## src/rtl/fir_pkg.sv

```systemverilog
// Shared types and constants for the 4-tap FIR (tt_um_fir).
package fir_pkg;

  localparam int NUM_TAPS   = 4;
  localparam int DATA_W     = 8;
  localparam int COEF_W     = 8;
  localparam int ACC_W      = 18;
  localparam int OUT_SHIFT  = 8;
  localparam int OUT_W      = 8;
  localparam int OUT_MAX    = (1 << OUT_W) - 1;
  localparam int TAP_ADDR_W = 2;

  localparam logic [COEF_W-1:0] COEF_RESET = COEF_W'(64);

  // uio bit positions
  localparam int UIO_COEF_LOAD    = 0;
  localparam int UIO_ADDR_LO      = 1;
  localparam int UIO_ADDR_HI      = 2;
  localparam int UIO_SAMPLE_VALID = 3;
  localparam int UIO_OUT_VALID    = 4;
  localparam int UIO_SAT          = 5;
  localparam logic [7:0] UIO_OE_VAL = 8'hF0;

  typedef logic [ACC_W-1:0] acc_t;

  typedef enum logic [1:0] {
    CMD_IDLE,
    CMD_COEF,
    CMD_SAMPLE
  } cmd_e;

  typedef struct packed {
    logic [OUT_W-1:0] y;
    logic             sat;
  } out_t;

  // Coefficient write takes priority; the sample on the same edge is dropped.
  function automatic cmd_e decode_cmd(logic coef_load, logic sample_valid);
    if (coef_load)    return CMD_COEF;
    if (sample_valid) return CMD_SAMPLE;
    return CMD_IDLE;
  endfunction

endpackage

```

## src/rtl/fir_mac.sv

```systemverilog
// Combinational multiply-accumulate of the delay line against the coefficients.
module fir_mac
  import fir_pkg::*;
(
  input  logic [NUM_TAPS-1:0][DATA_W-1:0] x,
  input  logic [NUM_TAPS-1:0][COEF_W-1:0] c,
  output acc_t                            acc
);

  // NOTE: blocking assignments are correct here: the running sum is a
  // combinational chain evaluated in order, not state.
  always_comb begin
    acc = '0;
    for (int i = 0; i < NUM_TAPS; i++) begin
      acc = acc + ACC_W'(x[i]) * ACC_W'(c[i]);
    end
  end

endmodule

```

## src/rtl/tt_um_fir.sv

```systemverilog
// 4-tap unsigned FIR, registered output. Define FIR_SAT_EN to clip results at 255
// and report clipping on the sat flag; otherwise the output wraps.
// rst_n is active-high despite its name.
module tt_um_fir
  import fir_pkg::*;
(
  input  logic       clk,
  input  logic       rst_n,
  input  logic       ena,
  input  logic [7:0] ui_in,
  input  logic [7:0] uio_in,
  output logic [7:0] uo_out,
  output logic [7:0] uio_out,
  output logic [7:0] uio_oe
);

  logic [NUM_TAPS-1:0][DATA_W-1:0] x_q;
  logic [NUM_TAPS-1:0][COEF_W-1:0] c_q;
  logic                            pending_q;
  logic                            valid_q;
  logic                            sat_q;
  logic [OUT_W-1:0]                y_q;

  cmd_e                  cmd;
  logic [TAP_ADDR_W-1:0] tap_addr;
  acc_t                  acc;
  out_t                  res;
  logic                  unused_uio;

  assign cmd        = decode_cmd(uio_in[UIO_COEF_LOAD], uio_in[UIO_SAMPLE_VALID]);
  assign tap_addr   = uio_in[UIO_ADDR_HI:UIO_ADDR_LO];
  assign unused_uio = &{1'b0, uio_in[7:4]};

  fir_mac u_mac (
    .x   (x_q),
    .c   (c_q),
    .acc (acc)
  );

  function automatic out_t scale(acc_t a);
    out_t r;
`ifdef FIR_SAT_EN
    r.sat = (a >> OUT_SHIFT) > acc_t'(OUT_MAX);
    r.y   = r.sat ? OUT_W'(OUT_MAX) : OUT_W'(a >> OUT_SHIFT);
`else
    r.sat = 1'b0;
    r.y   = OUT_W'(a >> OUT_SHIFT);
`endif
    return r;
  endfunction

  assign res = scale(acc);

  // pending_q marks that the delay line holds a freshly accepted sample whose
  // result is registered on the next enabled edge.
  // NOTE: the coefficient bank is reset like any other register because its
  // reset contents (a moving average) are part of the behaviour, not don't-care.
  always_ff @(posedge clk or posedge rst_n) begin
    if (rst_n) begin
      x_q       <= '0;
      c_q       <= {NUM_TAPS{COEF_RESET}};
      pending_q <= 1'b0;
      valid_q   <= 1'b0;
      sat_q     <= 1'b0;
      y_q       <= '0;
    end else if (ena) begin
      case (cmd)
        CMD_COEF:   c_q[tap_addr] <= ui_in;
        CMD_SAMPLE: x_q <= {x_q[NUM_TAPS-2:0], ui_in};
        default:    ;
      endcase
      pending_q <= (cmd == CMD_SAMPLE);
      valid_q   <= pending_q;
      if (pending_q) begin
        y_q   <= res.y;
        sat_q <= res.sat;
      end
    end else begin
      valid_q <= 1'b0;
    end
  end

  always_comb begin
    uio_out                = '0;
    uio_out[UIO_OUT_VALID] = valid_q & ena;
    uio_out[UIO_SAT]       = sat_q;
  end

  assign uo_out = y_q;
  assign uio_oe = UIO_OE_VAL;

endmodule

```

## config.mk

```make
export PLATFORM = sky130hd
export DESIGN_NAME = tt_um_fir
export DESIGN_NICKNAME = d
export VERILOG_FILES = /design/src/rtl/fir_pkg.sv /design/src/rtl/fir_mac.sv /design/src/rtl/tt_um_fir.sv
export SDC_FILE = /design/constraint.sdc
export NUM_CORES = 1
export LEC_CHECK = 0
export CAP_MARGIN = 20
export CORE_ASPECT_RATIO = 1.1
export CORE_MARGIN = 2
export CORE_UTILIZATION = 30
export DETAILED_ROUTE_END_ITERATION = 7
export HOLD_SLACK_MARGIN = 0.05
export PLACE_DENSITY = 0.46
export RECOVER_POWER = 50
export SYNTH_ARGS = -nofsm -noshare
export SYNTH_HDL_FRONTEND = slang
export SYNTH_HIERARCHICAL = 1
export SYNTH_SLANG_ARGS = --single-unit
export TNS_END_PERCENT = 1
```

## constraint.sdc

```tcl
create_clock -name clk -period 7.15 [get_ports clk]
set_input_delay 1.43 -clock clk [delete_from_list [all_inputs] [get_ports clk]]
set_output_delay 1.43 -clock clk [all_outputs]
set_load 0.05 [all_outputs]
```

==> results_dict.tcl <==
set metrics [dict create \
    max-clock-path-buffers 2 \
    drive_above_1_share_pct 9.98 \
    wl_mm 28.5 \
    syn_area_mm2 0.0119 \
    hpwl_mm 23.7 \
    grt_pass1_wl_mm 46.4 \
    slowest_delay_ps 600 \
    wl_per_cell_um 17.0 \
    finClkSkew_ps 9.40 \
    dieArea_mm2 0.0413 \
    cts_repair_resize_count 0 \
    max_clock_freq_ghz 0.149 \
    drt-initial-drc-count 213 \
    maxCapViolations 1 \
    clkSinkCount 74 \
    cp_data_arrival_time_ps 6970 \
    final_nets 1528 \
    min_path_type "reg -> reg" \
    status "finished with violations" \
    crit_type "reg -> reg" \
    setup-tns-final_ps 0 \
    row_count 76 \
    h-tree-depth 3 \
    syn2layout_area_growth_pct 9.57 \
    period_needed_ps 6730 \
    drc 0 \
    setup_viol 0 \
    required_ps 7400 \
    cts_buffers 9 \
    grt_use_total_pct 15.0 \
    grt_max_degree 59 \
    path_cells "and2_1 > fa_1 > inv_1 > fa_1 > inv_1 > fa_1 > fa_1 > fa_1 > fa_1 > fa_1 > fa_1 > ha_1 > a21o_1 > a31o_2 > o2111ai_1 > o21ai_0 > xor2_1 > mux2_2" \
    fill_cells 4092 \
    gp_congestion 0.754 \
    port_buffers 23 \
    cp_common_cell "fa_1" \
    max_slew.worst_pin.slew_ps 3680 \
    chipWidth_um 194 \
    critPathLaunchType "flop" \
    grt_pass1_vias 7925 \
    fin_crit_sh_pct 94.1 \
    grt-ovfl-total 0 \
    clk_pin_slew_worst_paths_ps 70 \
    vias 7245 \
    core_area_mm2 0.0392 \
    relSlewSlack_pct -145 \
    synth_warnings 6 \
    worstSkewPairLatency_ps 360 \
    die_h_um 213 \
    ant_nets 0 \
    synth_area_per_cell_um2 10.6 \
    start_util_pct 30.4 \
    cp-end-kind "flop" \
    ctsHoldBuffers 0 \
    hold_viol 0 \
    pin_count 43 \
    antenna_cells 0 \
    failed_checks "capacitance limit, slew limit" \
    cts_root_buf "clkbuf_16" \
    synthCells 1124 \
    cts_tree "done" \
    slew_viol_final 59 \
    vias_per_cell 4.32 \
    cp_slowest_cell "fa_1" \
    antenna_found_initial 0 \
    post_cts_buffers 0 \
    rsz0062_at_grt "no" \
    dr.pass1.iters 4 \
    path_max_fanout 10 \
]
[final timing paths]
check / start / to / slack [ps] / depth (start not counted)
worst max-delay path: x_q[22] / uo_out[6] / 420 / 18
worst min-delay path: uo_out[2] / uo_out[2] / 500 / 1
min in group asynchronous: rst_n / uo_out[6] / 1890 / 3
worst min register to register: uo_out[2] / uo_out[2] / 500 / 1
max in group asynchronous: rst_n / x_q[12] / 1210 / 4
worst max register to register: x_q[22] / uo_out[6] / 420 / 18
[sequential cells by signal, indices dropped and copies added, names as in the netlist]
name	flops
valid_q	1
uo_out	8
c_q	32
pending_q	1
x_q	32
[critical path: cells and delay by family, from the launching register on]
kind / cells / cell delay (ps)
adder cells (fa/ha/maj): 9 / 4360
AO/OA/AOI/OAI: 4 / 950
flip-flops: 1 / 530
multiplexers: 1 / 260
AND/OR/NAND/NOR: 1 / 250
XOR/XNOR: 1 / 150
buffers and inverters: 2 / 110
[layout by cell type (no fill, tap or decap), types with 9 or more instances in the layout]
| cell type | n |
|---|---|
| dfrtp_1 | 70 |
| buf_4 | 17 |
| fa_1 | 222 |
| conb_1 | 15 |
| and2_1 | 175 |
| clkdlybuf4s50_1 | 21 |
| nand2_1 | 86 |
| clkbuf_16 | 9 |
| mux2_2 | 36 |
| inv_1 | 297 |
| ha_1 | 120 |
| mux2_4 | 37 |
[cell type report]
cell class | instances | area, um2 | share of cell area (%)
sequential | 74 | 1860 | 14.2
multi-input combinational | 742 | 8780 | 67.4
inverter | 298 | 1120 | 8.59
timing repair buffer | 42 | 365 | 2.80
clock buffer | 14 | 264 | 2.03
tap | 507 | 634 | 4.87
clock inverter | 2 | 12.5 | 0.0960
[stage by stage]
step | cell area, um2 | hold slack [ps] | instances | util [%] | setup slack, ps
after floorplan | 11900 | 512 | 1137 | - | 1010
after global placement | 12800 | 487 | 1662 | 32.6 | 392
after detailed placement | 12800 | 493 | 1663 | 32.6 | 377
after CTS | 13100 | 508 | 1679 | 33.4 | 374
after global routing | 13000 | 532 | 1679 | 33.3 | 157
final | 13000 | 505 | 1679 | 33.3 | 425
[per-layer routing]
| layer | up-vias | global-route usage [%] | wire [um] |
|---|---|---|---|
| met3 | 15 | 1.56 | 526 |
| met2 | 68 | 26.7 | 14700 |
| met4 | 0 | 3.37 | 347 |
| met1 | 3778 | 19.6 | 12900 |
| li1 | 3384 | - | - |
| met5 | - | 0 | 0 |
Power is not shown: default switching activity piles up to over one toggle a cycle in this logic, so the estimate is an artifact.
